===== config.mk =====
export PLATFORM = sky130hd
export DESIGN_NAME = alu_result_stage
export DESIGN_NICKNAME = d
export VERILOG_FILES = /design/src/rtl/alu_pkg.sv /design/src/rtl/alu_stage_skid.sv /design/src/rtl/alu_result_stage.sv
export SDC_FILE = /design/constraint.sdc
export NUM_CORES = 1
export LEC_CHECK = 0
export BUFFER_PORTS_ARGS = -buffer_cell sky130_fd_sc_hd__buf_2
export CORE_ASPECT_RATIO = 0.9
export CORE_UTILIZATION = 47
export CTS_CLUSTER_SIZE = 24
export DETAILED_ROUTE_END_ITERATION = 12
export GPL_ROUTABILITY_DRIVEN = 0
export PLACE_DENSITY = 0.77
export SYNTH_ARGS = -nofsm -noshare
export SYNTH_HDL_FRONTEND = slang
export SYNTH_SLANG_ARGS = --single-unit

===== constraint.sdc =====
create_clock -name clk_i -period 2.26 [get_ports clk_i]
set_input_delay 0.226 -clock clk_i [delete_from_list [all_inputs] [get_ports clk_i]]
set_output_delay 0.226 -clock clk_i [all_outputs]
set_load 0.02 [all_outputs]

===== src/rtl/alu_pkg.sv =====
// Shared ALU definitions: opcode constants, default widths, result-stage occupancy encoding.
// Used by the ALU, the decoder and alu_result_stage.
package alu_pkg;

  localparam int XLEN_DEF    = 32;
  localparam int RADDR_W_DEF = 5;
  localparam int ENTRY_W     = XLEN_DEF + 1 + RADDR_W_DEF;

  localparam logic [5:0] ALU_ADD  = 6'h00;
  localparam logic [5:0] ALU_SUB  = 6'h01;
  localparam logic [5:0] ALU_AND  = 6'h02;
  localparam logic [5:0] ALU_OR   = 6'h03;
  localparam logic [5:0] ALU_XOR  = 6'h04;
  localparam logic [5:0] ALU_SLL  = 6'h05;
  localparam logic [5:0] ALU_SRL  = 6'h06;
  localparam logic [5:0] ALU_SRA  = 6'h07;
  localparam logic [5:0] ALU_SLT  = 6'h08;
  localparam logic [5:0] ALU_SLTU = 6'h09;
  localparam logic [5:0] ALU_BEQ  = 6'h10;
  localparam logic [5:0] ALU_BNE  = 6'h11;
  localparam logic [5:0] ALU_BLT  = 6'h12;
  localparam logic [5:0] ALU_BGE  = 6'h13;
  localparam logic [5:0] ALU_BLTU = 6'h14;
  localparam logic [5:0] ALU_BGEU = 6'h15;

  typedef enum logic [1:0] {
    OCC_EMPTY = 2'd0,
    OCC_ONE   = 2'd1,
    OCC_TWO   = 2'd2
  } occ_e;

endpackage


===== src/rtl/alu_stage_skid.sv =====
// Two-entry skid buffer, generic width. Head is the oldest entry; ready is registered
// from the next occupancy so it never depends combinationally on pop.
module alu_stage_skid
  import alu_pkg::*;
#(
  parameter int W = ENTRY_W
) (
  input  logic         clk_i,
  input  logic         rst_i,
  input  logic         flush_i,
  input  logic         push_i,
  input  logic         pop_i,
  input  logic [W-1:0] din_i,
  output logic         ready_o,
  output logic         head_valid_o,
  output logic         skid_valid_o,
  output logic [W-1:0] head_o,
  output logic [W-1:0] skid_o
);

  occ_e         state_q, state_d;
  logic         ready_q;
  logic [W-1:0] head_q, skid_q, head_nx;
  logic         head_ld, skid_ld;

  always_comb begin
    state_d = state_q;
    head_ld = 1'b0;
    skid_ld = 1'b0;
    head_nx = din_i;
    if (flush_i) begin
      state_d = OCC_EMPTY;
    end else begin
      case (state_q)
        OCC_EMPTY: begin
          if (push_i) begin
            state_d = OCC_ONE;
            head_ld = 1'b1;
          end
        end
        OCC_ONE: begin
          if (push_i && pop_i) begin
            head_ld = 1'b1;
          end else if (push_i) begin
            state_d = OCC_TWO;
            skid_ld = 1'b1;
          end else if (pop_i) begin
            state_d = OCC_EMPTY;
          end
        end
        OCC_TWO: begin
          // push cannot occur here: ready was low for this cycle
          if (pop_i) begin
            state_d = OCC_ONE;
            head_ld = 1'b1;
            head_nx = skid_q;
          end
        end
        default: state_d = OCC_EMPTY;
      endcase
    end
  end

  always_ff @(posedge clk_i) begin
    if (rst_i) begin
      state_q <= OCC_EMPTY;
      ready_q <= 1'b1;
      head_q  <= '0;
      skid_q  <= '0;
    end else begin
      state_q <= state_d;
      ready_q <= (state_d != OCC_TWO);
      if (head_ld) head_q <= head_nx;
      if (skid_ld) skid_q <= din_i;
    end
  end

  assign ready_o      = ready_q;
  assign head_valid_o = (state_q != OCC_EMPTY);
  assign skid_valid_o = (state_q == OCC_TWO);
  assign head_o       = head_q;
  assign skid_o       = skid_q;

endmodule


===== src/rtl/alu_result_stage.sv =====
// Execute-to-writeback stage: skid-buffers ALU results toward the register file and
// resolves conditional branches into a one-cycle redirect. Optional bypass: ALU_STAGE_FWD_EN.
module alu_result_stage
  import alu_pkg::*;
#(
  parameter int XLEN    = XLEN_DEF,
  parameter int RADDR_W = RADDR_W_DEF
) (
  input  logic               clk_i,
  input  logic               rst_i,
  input  logic               flush_i,
  input  logic               in_valid_i,
  output logic               in_ready_o,
  input  logic [XLEN-1:0]    alu_result_i,
  input  logic               alu_cmp_i,
  input  logic [RADDR_W-1:0] rd_addr_i,
  input  logic               wb_en_i,
  input  logic               branch_i,
  input  logic [XLEN-1:0]    pc_i,
  input  logic [XLEN-1:0]    imm_i,
  output logic               wb_valid_o,
  input  logic               wb_ready_i,
  output logic               wb_we_o,
  output logic [RADDR_W-1:0] wb_addr_o,
  output logic [XLEN-1:0]    wb_data_o,
  output logic               redirect_o,
  output logic [XLEN-1:0]    redirect_pc_o
`ifdef ALU_STAGE_FWD_EN
  ,
  output logic               fwd_valid_o,
  output logic [RADDR_W-1:0] fwd_addr_o,
  output logic [XLEN-1:0]    fwd_data_o
`endif
);

  localparam int EW = XLEN + 1 + RADDR_W;

  typedef struct packed {
    logic [XLEN-1:0]    data;
    logic               we;
    logic [RADDR_W-1:0] addr;
  } entry_t;

  entry_t         in_ent, head, skid;
  logic           head_valid, skid_valid, accept, pop, taken;
  logic           redir_q;
  logic [XLEN-1:0] rpc_q;

  // flush wins: an entry offered in the flush cycle is neither stored nor resolved
  assign accept = in_valid_i && in_ready_o && !flush_i;
  assign pop    = head_valid && wb_ready_i;
  assign taken  = accept && branch_i && alu_cmp_i;

  always_comb begin
    in_ent      = '0;
    in_ent.data = alu_result_i;
    in_ent.we   = wb_en_i && !branch_i && (rd_addr_i != '0);
    in_ent.addr = rd_addr_i;
  end

  alu_stage_skid #(.W(EW)) u_skid (
    .clk_i        (clk_i),
    .rst_i        (rst_i),
    .flush_i      (flush_i),
    .push_i       (accept),
    .pop_i        (pop),
    .din_i        (in_ent),
    .ready_o      (in_ready_o),
    .head_valid_o (head_valid),
    .skid_valid_o (skid_valid),
    .head_o       (head),
    .skid_o       (skid)
  );

  always_ff @(posedge clk_i) begin
    if (rst_i) begin
      redir_q <= 1'b0;
      rpc_q   <= '0;
    end else begin
      redir_q <= taken;
      if (taken) rpc_q <= pc_i + imm_i;
    end
  end

  assign wb_valid_o    = head_valid;
  assign wb_we_o       = head.we;
  assign wb_addr_o     = head.addr;
  assign wb_data_o     = head.data;
  assign redirect_o    = redir_q;
  assign redirect_pc_o = rpc_q;

`ifdef ALU_STAGE_FWD_EN
  always_comb begin
    fwd_valid_o = 1'b0;
    fwd_addr_o  = '0;
    fwd_data_o  = '0;
    if (skid_valid && skid.we) begin
      fwd_valid_o = 1'b1;
      fwd_addr_o  = skid.addr;
      fwd_data_o  = skid.data;
    end else if (head_valid && head.we) begin
      fwd_valid_o = 1'b1;
      fwd_addr_o  = head.addr;
      fwd_data_o  = head.data;
    end
  end
`else
  logic unused_skid;
  assign unused_skid = ^{skid, skid_valid};
`endif

endmodule

==> impl_metrics.toml <==
[clock_network]
htree_levels = 3
cts_sinks = 112
holdBufCountCts = 0
cts_tree = "built"
clk_path_buf_depth = 2
path_clk_slew_ns = 0.08
cts-root-buf = "clkbuf_16"
worst_skew_pair.late_latency_ns = 0.35
cts_buffers = 9

[drt]
wire_per_inst_microns = 13.91
wl_mm = 15.13
routed-via-count = 5751
drt_pass1_iterations = 5
drc = 0
drtAntennaViolNets = 0
drt_iter0_markers = 290
viasPerCell = 5.286

[worst_setup_path]
worstSetupEndpointType = "flip-flop"
crit_required_ns = 2.50
critPathArrivalTime_ns = 2.43
startpoint_type = "input port"
criticalPathCategory = "in -> reg"
r2r_slack_ns = 0.40
crit_fanout = 3

[synthesis]
ys_seq_elements = 112
synth_edf_count = 0
async_flop_share_pct = 0
synthesis.area_sq_um = 5901
synth_area_leaders = "dfxtp_1 (38%), nand2_1 (8.4%), a21oi_1 (7.6%), ha_1 (6.6%), mux2i_1 (6.4%)"
netlist.top_cell.by_area = "dfxtp_1"
ys_seq_area_share_pct = 38.00
avgSynthCellArea_sq_um = 8.094
synth_top_area_share_pct = 38.00
syn_inst = 729
synth_cell_types = 57
synth_ff_type = "dfxtp_1"
synthesis.nets = 870
ys_warn_count = 0

[place]
post-place-ws_ns = -0.3659
port_buffers = 181
dp.cells = 1072
hpwl_mm = 10.97

[floorplanning]
row_count = 38
die_h_microns = 108.3
io_pins = 182
dieArea_sq_um = 13010
core_sq_um = 12120
die_w_microns = 120.1
initial_core_util_pct = 48.67

[layout]
fin_cells = 1088
drive_gt1_share_pct = 29.53
diodes = 0
area_delta_synth_final_pct = 29.81
nNetsFinal = 1064

[global_routing]
track_usage_pct = 22.86
overflow = 0
grt_pass1_vias = 5090
grt_busiest_layer = "met2"
use_met2_pct = 37.19
antenna_found_initial = 1
grt_util_met1_pct = 30.93
grt_max_degree = 77
grt_pass1_wl_mm = 23.90
grt_use_met3_pct = 4.852

[power_and_ir_drop]
power_density_nw_per_um2 = 613.8
vdd_drop_max_mv = 0.4177
power_leakage_nw = 3.292
finalPower_mw = 4.702

[sta]
slew_violations = 0
skew_ns = 0.01008
layout_setup_ws_ns = 0.06605
maxSlewHeadroom_pct = 66.99
fmax_mhz = 455.8
post-route-period-util_pct = 97.08
finalHoldViolCount = 0
finalSetupViolCount = 0
tightest_slew_ns = 0.4952
fin_crit_ns = 2.194
rsz0062_at_grt = "true"
fin_hold_ws_ns = 0.1183

[run_status]
status = "completed"

[worst_hold_path]
hold_class = "in -> reg"

[flow_run]
maxCapViolCount = 0
## area by class of cell
class	count	area, sq um
well taps	160	200.2
inverters	7	26.28
repair buffers	233	1336
clock buffers	9	225.2
fillers	1064	4464
multi-input cells	560	3546
clock inverters	7	83.83
flip-flops and latches	112	2242
## metal layers
| metal | vias up | wire [microns] |
|---|---|---|
| met3 | 8 | 839 |
| met4 | 2 | 93 |
| met1 | 2606 | 7217 |
| met5 | - | 13 |
| li1 | 2984 | - |
| met2 | 151 | 6965 |
## worst paths after layout
kind                          start                 to  depth (start not counted)
setup / recovery            pc_i[0]  redirect_pc_o[28]                         11
hold / removal     alu_result_i[14]  u_skid.skid_o[20]                          3
setup reg to reg     u_skid.ready_o   u_skid.head_o[0]                          8
hold reg to reg   redirect_pc_o[17]  redirect_pc_o[17]                          2
## logic make-up (layout without fill, tap and decap cells)
kind of cell,Yosys count,in the layout,synth area share [%]
simple gates,269,269,19.66
compound gates,198,198,21.86
buf+inv,57,256,3.711
xor+xnor,23,23,3.414
fa+ha+maj,32,32,6.913
mux,38,38,6.446
flops,112,112,38.00
## registers in the layout, summed over array words and instances (netlist names)
| name | flops |
|---|---|
| redirect_o | 1 |
| redirect_pc_o | 32 |
| u_skid.head_o | 38 |
| u_skid.ready_o | 1 |
| u_skid.skid_o | 38 |
| u_skid.state_q | 2 |
## cell usage after synthesis (7+ instances only)
cell type and n:
a21oi_1 90, ha_1 31, a21o_1 15, mux2i_1 38, xnor2_1 17, nand2_1 132
nand4_1 8, inv_1 7, nor3_1 10, nor2_1 68, a211oi_1 44, dfxtp_1 112
clkbuf_1 39, nand3_1 23, buf_1 7, o21ai_0 8
## cell usage in the layout, fill, tap and decap left out, types with 3 or more instances in the layout
| cell type | instances |
|---|---|
| or3_1 | 3 |
| and3_1 | 6 |
| ha_1 | 29 |
| inv_6 | 3 |
| o31ai_1 | 3 |
| buf_12 | 3 |
| o21bai_1 | 6 |
| a211oi_1 | 44 |
| xnor2_1 | 17 |
| nor2b_1 | 3 |
| nand4_1 | 8 |
| xor2_1 | 6 |
| clkinv_8 | 3 |
| a31oi_1 | 5 |
| clkbuf_16 | 9 |
| inv_1 | 7 |
| nand2_1 | 132 |
| nand2b_1 | 3 |
| nor2_1 | 66 |
| nand3_1 | 22 |
| a21oi_2 | 3 |
| buf_4 | 50 |
| mux2i_1 | 38 |
| dfxtp_1 | 112 |
| or4_1 | 5 |
| buf_2 | 180 |
| o21ai_0 | 8 |
| a21oi_1 | 86 |
| nor3_1 | 8 |
| o21a_1 | 3 |
| a21o_1 | 15 |
## power breakdown
| group | switching [mW] | total (mW) | internal (mW) |
|---|---|---|---|
| Sequential | 0.0297 | 2.06 | 2.03 |
| Combinational | 0.563 | 1.03 | 0.465 |
| Clock | 0.823 | 1.62 | 0.792 |
| Total | 1.42 | 4.70 | 3.29 |
## what timing repair did
item	in CTS	in global routing
setup endpoints to repair	0	4
resized for setup	0	5
buffers inserted	0	0
## worst max-delay path, stage by stage
cell,delay (ns)
buf_2,0.10
ha_2,0.20
fa_2,0.40
a21oi_4,0.15
o21ai_2,0.10
a211oi_2,0.30
nor3_2,0.10
o31a_1,0.28
a311oi_2,0.30
xnor2_1,0.09
a22o_1,0.19
## through the flow
stage	TNS [ns]	utilization [%]	instance area [sq um]
finish	0	63.18	7660
floorplan	-0.01886	-	5959
detailed placement	-2.466	60.44	7328
global placement	-1.796	60.44	7328
CTS	0	62.99	7637
global route	-0.03033	63.18	7660
(Power assumes the default switching activity.)
